File: src/rtl/systolic_skew_feeder.sv
// Operand sequencer for an N x N systolic array: buffers A and B, then streams them diagonally skewed.
// Optional macro SKEW_FEEDER_LOAD_CHECK_EN rejects start until every A and B row has been written.
module systolic_skew_lane #(
  parameter int N          = 8,
  parameter int DATA_WIDTH = 8,
  parameter int CW         = 4,
  parameter int LANE       = 0
) (
  input  logic [CW-1:0]                  t,
  input  logic [N-1:0][DATA_WIDTH-1:0]   col_b,
  input  logic [N-1:0][DATA_WIDTH-1:0]   row_a,
  output logic [DATA_WIDTH-1:0]          a_el,
  output logic [DATA_WIDTH-1:0]          b_el
);
  localparam int IW = $clog2(N);

  always_comb begin
    int i;
    logic [IW-1:0] idx;
    a_el = '0;
    b_el = '0;
    i    = int'(t) - LANE;
    idx  = i[IW-1:0];
    if (i >= 0 && i < N) begin
      a_el = col_b[idx];
      b_el = row_a[idx];
    end
  end
endmodule

module systolic_skew_feeder #(
  parameter int N          = 8,
  parameter int DATA_WIDTH = 8
) (
  input  logic                      clk,
  input  logic                      rst,
  input  logic                      load_valid,
  output logic                      load_ready,
  input  logic                      load_sel,
  input  logic [$clog2(N)-1:0]      load_row,
  input  logic [N*DATA_WIDTH-1:0]   load_data,
  input  logic                      start,
  output logic                      acc_clr,
  output logic                      busy,
  output logic                      done,
  output logic                      start_err,
  output logic [N*DATA_WIDTH-1:0]   a_in_top,
  output logic [N*DATA_WIDTH-1:0]   b_in_left
);
  localparam int CW = $clog2(2*N);

  typedef enum logic [1:0] {S_IDLE, S_FEED, S_DRAIN} state_t;

  state_t state_q, state_d;
  logic [CW-1:0] t_q, t_d;
  logic [N-1:0][N-1:0][DATA_WIDTH-1:0] a_buf_q, a_buf_d, b_buf_q, b_buf_d;
  logic [N-1:0][N-1:0][DATA_WIDTH-1:0] b_col;
  logic [N-1:0][DATA_WIDTH-1:0] a_lane, b_lane;
  logic [N*DATA_WIDTH-1:0] a_top_q, a_top_d, b_left_q, b_left_d;
  logic acc_clr_q, acc_clr_d, busy_q, busy_d, done_q, done_d;
  logic start_err_q, start_err_d, load_ready_q, load_ready_d;
  logic wr_en, start_ok, start_rej;

  assign wr_en = load_valid && load_ready_q;

`ifdef SKEW_FEEDER_LOAD_CHECK_EN
  logic [2*N-1:0] mask_q, mask_d, mask_wr;

  // The write in the same cycle counts toward completeness, matching write-before-start ordering.
  always_comb begin
    mask_wr = mask_q;
    if (wr_en) mask_wr[{load_sel, load_row}] = 1'b1;
    start_ok  = start && (state_q == S_IDLE) && (&mask_wr);
    start_rej = start && (state_q == S_IDLE) && !(&mask_wr);
    mask_d    = start_ok ? '0 : mask_wr;
  end

  always_ff @(posedge clk or posedge rst) begin
    if (rst) mask_q <= '0;
    else     mask_q <= mask_d;
  end
`else
  assign start_ok  = start && (state_q == S_IDLE);
  assign start_rej = 1'b0;
`endif

  always_ff @(posedge clk or posedge rst) begin
    if (rst) state_q <= S_IDLE;
    else     state_q <= state_d;
  end

  always_comb begin
    state_d = state_q;
    t_d     = t_q;
    case (state_q)
      S_IDLE: if (start_ok) begin
        state_d = S_FEED;
        t_d     = '0;
      end
      S_FEED: if (t_q == CW'(2*N-2)) begin
        state_d = S_DRAIN;
        t_d     = '0;
      end else t_d = t_q + CW'(1);
      S_DRAIN: if (t_q == CW'(N-1)) begin
        state_d = S_IDLE;
        t_d     = '0;
      end else t_d = t_q + CW'(1);
      default: begin
        state_d = S_IDLE;
        t_d     = '0;
      end
    endcase
  end

  // Lanes look at next-cycle buffers and index so outputs land registered one cycle after the edge.
  for (genvar k = 0; k < N; k++) begin : g_lane
    for (genvar r = 0; r < N; r++) begin : g_col
      assign b_col[k][r] = b_buf_d[r][k];
    end
    systolic_skew_lane #(.N(N), .DATA_WIDTH(DATA_WIDTH), .CW(CW), .LANE(k)) u_lane (
      .t     (t_d),
      .col_b (b_col[k]),
      .row_a (a_buf_d[k]),
      .a_el  (a_lane[k]),
      .b_el  (b_lane[k])
    );
  end

  always_comb begin
    a_buf_d = a_buf_q;
    b_buf_d = b_buf_q;
    if (wr_en) begin
      if (load_sel) b_buf_d[load_row] = load_data;
      else          a_buf_d[load_row] = load_data;
    end
    acc_clr_d    = start_ok;
    start_err_d  = start_rej;
    busy_d       = (state_d != S_IDLE);
    load_ready_d = (state_d == S_IDLE);
    done_d       = (state_q == S_DRAIN) && (state_d == S_IDLE);
    a_top_d      = (state_d == S_FEED) ? a_lane : '0;
    b_left_d     = (state_d == S_FEED) ? b_lane : '0;
  end

  always_ff @(posedge clk or posedge rst) begin
    if (rst) begin
      t_q          <= '0;
      a_buf_q      <= '0;
      b_buf_q      <= '0;
      a_top_q      <= '0;
      b_left_q     <= '0;
      acc_clr_q    <= 1'b0;
      busy_q       <= 1'b0;
      done_q       <= 1'b0;
      start_err_q  <= 1'b0;
      load_ready_q <= 1'b1;
    end else begin
      t_q          <= t_d;
      a_buf_q      <= a_buf_d;
      b_buf_q      <= b_buf_d;
      a_top_q      <= a_top_d;
      b_left_q     <= b_left_d;
      acc_clr_q    <= acc_clr_d;
      busy_q       <= busy_d;
      done_q       <= done_d;
      start_err_q  <= start_err_d;
      load_ready_q <= load_ready_d;
    end
  end

  assign a_in_top   = a_top_q;
  assign b_in_left  = b_left_q;
  assign acc_clr    = acc_clr_q;
  assign busy       = busy_q;
  assign done       = done_q;
  assign start_err  = start_err_q;
  assign load_ready = load_ready_q;
endmodule

File: config.mk
export PLATFORM = sky130hd
export DESIGN_NAME = systolic_skew_feeder
export DESIGN_NICKNAME = d
export VERILOG_FILES = /design/src/rtl/systolic_skew_feeder.sv
export SDC_FILE = /design/constraint.sdc
export NUM_CORES = 2
export LEC_CHECK = 0
export ABC_AREA = 1
export CORE_ASPECT_RATIO = 0.8
export CORE_UTILIZATION = 30
export CTS_CLUSTER_DIAMETER = 150
export DETAILED_ROUTE_END_ITERATION = 10
export PLACE_DENSITY_LB_ADDON = 0.2
export RECOVER_POWER = 50
export SETUP_SLACK_MARGIN = 0.15
export SLEW_MARGIN = 5
export SYNTH_ARGS = -nofsm -noshare
export SYNTH_HDL_FRONTEND = slang
export SYNTH_HIERARCHICAL = 1
export SYNTH_SLANG_ARGS = --single-unit
File: constraint.sdc
create_clock -name clk -period 48.3 [get_ports clk]
set_clock_uncertainty 0.1 [all_clocks]
set_input_delay 4.83 -clock clk [delete_from_list [all_inputs] [get_ports clk]]
set_output_delay 4.83 -clock clk [all_outputs]
set_load 0.02 [all_outputs]
==> flow_summary.yaml <==
layout:
  nFillCells: 20500
  drive_gt1_frac: 0.0506
  area_growth_pct: 14.2
  nets: 8100
  final_cell_area_um2: 65600
die:
  ioPinCount: 205
  num_rows: 143
  initial_core_util: 0.302
  die_h_um: 393
  core_um2: 190000
  die_area_um2: 193000
  die_w_um: 491
sta:
  period_minus_slack_ps: 16690
  layout_worst_path_cycle_share: 0.346
  final_max_slew_viol_count: 1710
  fin_tns_setup_ps: 0
  relSlewSlack: -2.46
  final-setup-viol-count: 0
  worstMarginPinSlew_ps: 5160
  rsz0062_at_grt: "no"
  hold_viol_final: 0
  max_freq_ghz: 0.0599
setup_path:
  crit_buf_inv: 8
  slowest_stage: "clkinvlp_2"
  cp_common_cell: "buf_4"
  worstPathRequired_ps: 48950
  crit_path_end_kind: "async pin"
  critPathLaunchType: "input port"
  critPathKind: "input port to async pin"
  cp_cell_sequence: "dlygate4sd3_1 > clkinvlp_2 > clkbuf_1 > clkbuf_1 > buf_4 > buf_4 > buf_4 > buf_4"
  arrival_ps: 17340
  worstPathMaxFanout: 104
  crit_family: "buffers and inverters"
  slowest_delay_ps: 2820
synth:
  synth_edf_count: 0
  avgSynthCellArea_um2: 7.14
  syn_inst: 8048
  ys_async_sr_fraction: 1.00
  synth-main-ff-cell: "dfrtp_1"
  synth_seq_area_share: 0.506
  syn_nets: 8128
  ys_warn_count: 6
  synth_area_um2: 57500
  synth-seq-cells: 1162
  ys_types: 32
cts:
  cts_made_buffers: 133
  cts_buffer_depth: 3
  clock_latency_ps: 790
  cts_max_level: 4
  clkTransAtPathRegs_ps: 60
  cts_tree: "yes"
  cts_sinks: 1162
  cts-resized-gates: 0
  cts_hold_buf: 0
  cts_root_buffer: "clkbuf_16"
  postCtsSetupBuffers: 0
power:
  leakage_nw: 35.1
  powerDensity_nw_per_um2: 73.3
  ir_drop_v: 0.0000781
grt:
  antenna_found_initial: 24
  grt_pass1_wl_mm: 345
  overflow: 0
  grt_pass1_vias: 48500
  grtUsageTotal: 0.242
  grt_max_degree: 105
route:
  routedWlPerCell_um: 22.2
  drc: 46
  ant_nets: 0
  first_iter_violations: 5839
  dr.pass1.iters: 9
  vias: 51400
  wirelength_mm: 237
  routed_via_density: 4.82
place:
  place_area_um2: 61400
  hpwl_mm: 137
  routabilityCongestion: 0.839
  io_buffers: 203
run_status:
  violations: "design-rule violations, max-capacitance violations, max-slew violations"
  outcome: "complete, but fails checks"
worst_hold_path:
  hold_class: "flop to flop"
job:
  cap_violations: 33
## state kept, by name, indices dropped and copies added (netlist names)
name / cells
load_ready: 1
t_q: 4
b_in_left: 64
busy: 1
a_buf_q: 512
state_q: 2
a_in_top: 64
done: 1
b_buf_q: 512
acc_clr: 1
## Yosys cell counts (2+ instances only)
cell type / number / share of area
a21oi_1: 11 / 0.00096
buf_1: 19 / 0.0012
buf_2: 183 / 0.016
buf_4: 23 / 0.0030
buf_6: 40 / 0.0078
clkbuf_1: 249 / 0.016
clkbuf_8: 3 / 0.00072
dfrtp_1: 1161 / 0.51
ha_1: 8 / 0.0017
inv_1: 1054 / 0.069
inv_2: 11 / 0.00072
inv_6: 2 / 0.00030
nand2_1: 3355 / 0.22
nand2_2: 2 / 0.00022
nand3_1: 832 / 0.072
nand3_2: 2 / 0.00035
nand4_1: 4 / 0.00044
nor2_1: 610 / 0.040
nor2_2: 19 / 0.0021
nor2_4: 2 / 0.00039
o21ai_0: 428 / 0.037
o21ai_1: 14 / 0.0012
o21ai_2: 2 / 0.00030
xnor2_1: 2 / 0.00030
xnor2_2: 2 / 0.00057
xor2_2: 4 / 0.0011
## final cells by class
type	count	area [um2]	share of cell area
Clock buffer	198	3980	0.0607
Tap cell	2537	3170	0.0484
Timing Repair Buffer	354	3010	0.0458
Multi-Input combinational cell	5301	21800	0.333
Sequential cell	1162	29100	0.443
Inverter	1068	4020	0.0613
Clock inverter	42	487	0.00742
Antenna cell	9	22.5	0.000343
## report_power, final
group          switching [mW]  leakage (nW)  internal, mW
clock                   0.441          2.21         0.615
sequential             0.0489          15.8          1.14
combinational            1.86          17.1         0.703
## path summary, 6_finish.rpt
| path | from | end | slack (ps) | cells past startpoint |
|---|---|---|---|---|
| max | rst | a_in_top[16] | 31610 | 8 |
| min | a_buf_q[183] | a_buf_q[183] | 360 | 2 |
| max reg2reg | load_ready | b_in_left[49] | 39060 | 14 |
| min reg2reg | a_buf_q[183] | a_buf_q[183] | 360 | 2 |
| max in group clk | load_valid | b_in_left[58] | 34830 | 15 |
| min in group asynchronous | rst | b_buf_q[320] | 5990 | 2 |
## cell families after synthesis
kind of cell,synth area share
and+or+nand+nor,0.335
xor gates and xnor gates,0.00216
other,0.0000653
adders and majority gates,0.00174
AOI/OAI and AO/OA,0.0398
DFF,0.506
buffers and inverters,0.115
## metrics by stage
stage	worst slack, ps	util	total power, mW	hold slack, ps	instances
floorplan	10640	-	2.92	333	8048
global placement	36820	0.323	3.74	346	10400
detailed placement	36800	0.323	3.74	350	10400
CTS	37640	0.346	4.82	365	10700
global route	29480	0.345	5.14	371	10700
finish	31610	0.345	4.81	362	10700
## worst reg2reg max path, stage by stage, from the launching register on
cell and delay [ps]:
dfstp_2 620, nand2_1 70, clkbuf_1 710, nor2_1 2580, nand2_1 1600, clkbuf_1 1530, o21ai_0 830, inv_1 160
nand2_1 110, nand3_1 110, nand3_1 110, nand2_1 60, nor2_1 390, inv_1 80, nor2_1 120
## cells in the final DEF (no fill, tap or decap), types with 4 or more instances in the layout
master,n
nor2_1,612
dlygate4sd3_1,138
clkinv_2,24
nor2_2,11
inv_6,5
inv_2,17
clkbuf_8,28
nand2_1,3349
nor2_4,8
inv_1,1046
nand4_1,4
xor2_2,4
nand2_2,6
o21ai_1,10
o21ai_0,432
diode_2,9
ha_1,5
clkbuf_1,56
buf_4,126
dfrtp_1,1161
clkinv_8,4
clkdlybuf4s50_1,52
buf_2,13
clkbuf_16,139
bufinv_16,8
nand3_1,833
a21oi_1,11
## per-layer routing
layer,vias up,global-route usage,wire [um]
met4,2,0.0780,7850
met5,-,0,13
met3,331,0.0377,17900
met1,25000,0.350,107000
met2,1929,0.367,103000
li1,24100,-,-
Note: power is estimated with default switching activity, not from simulation.
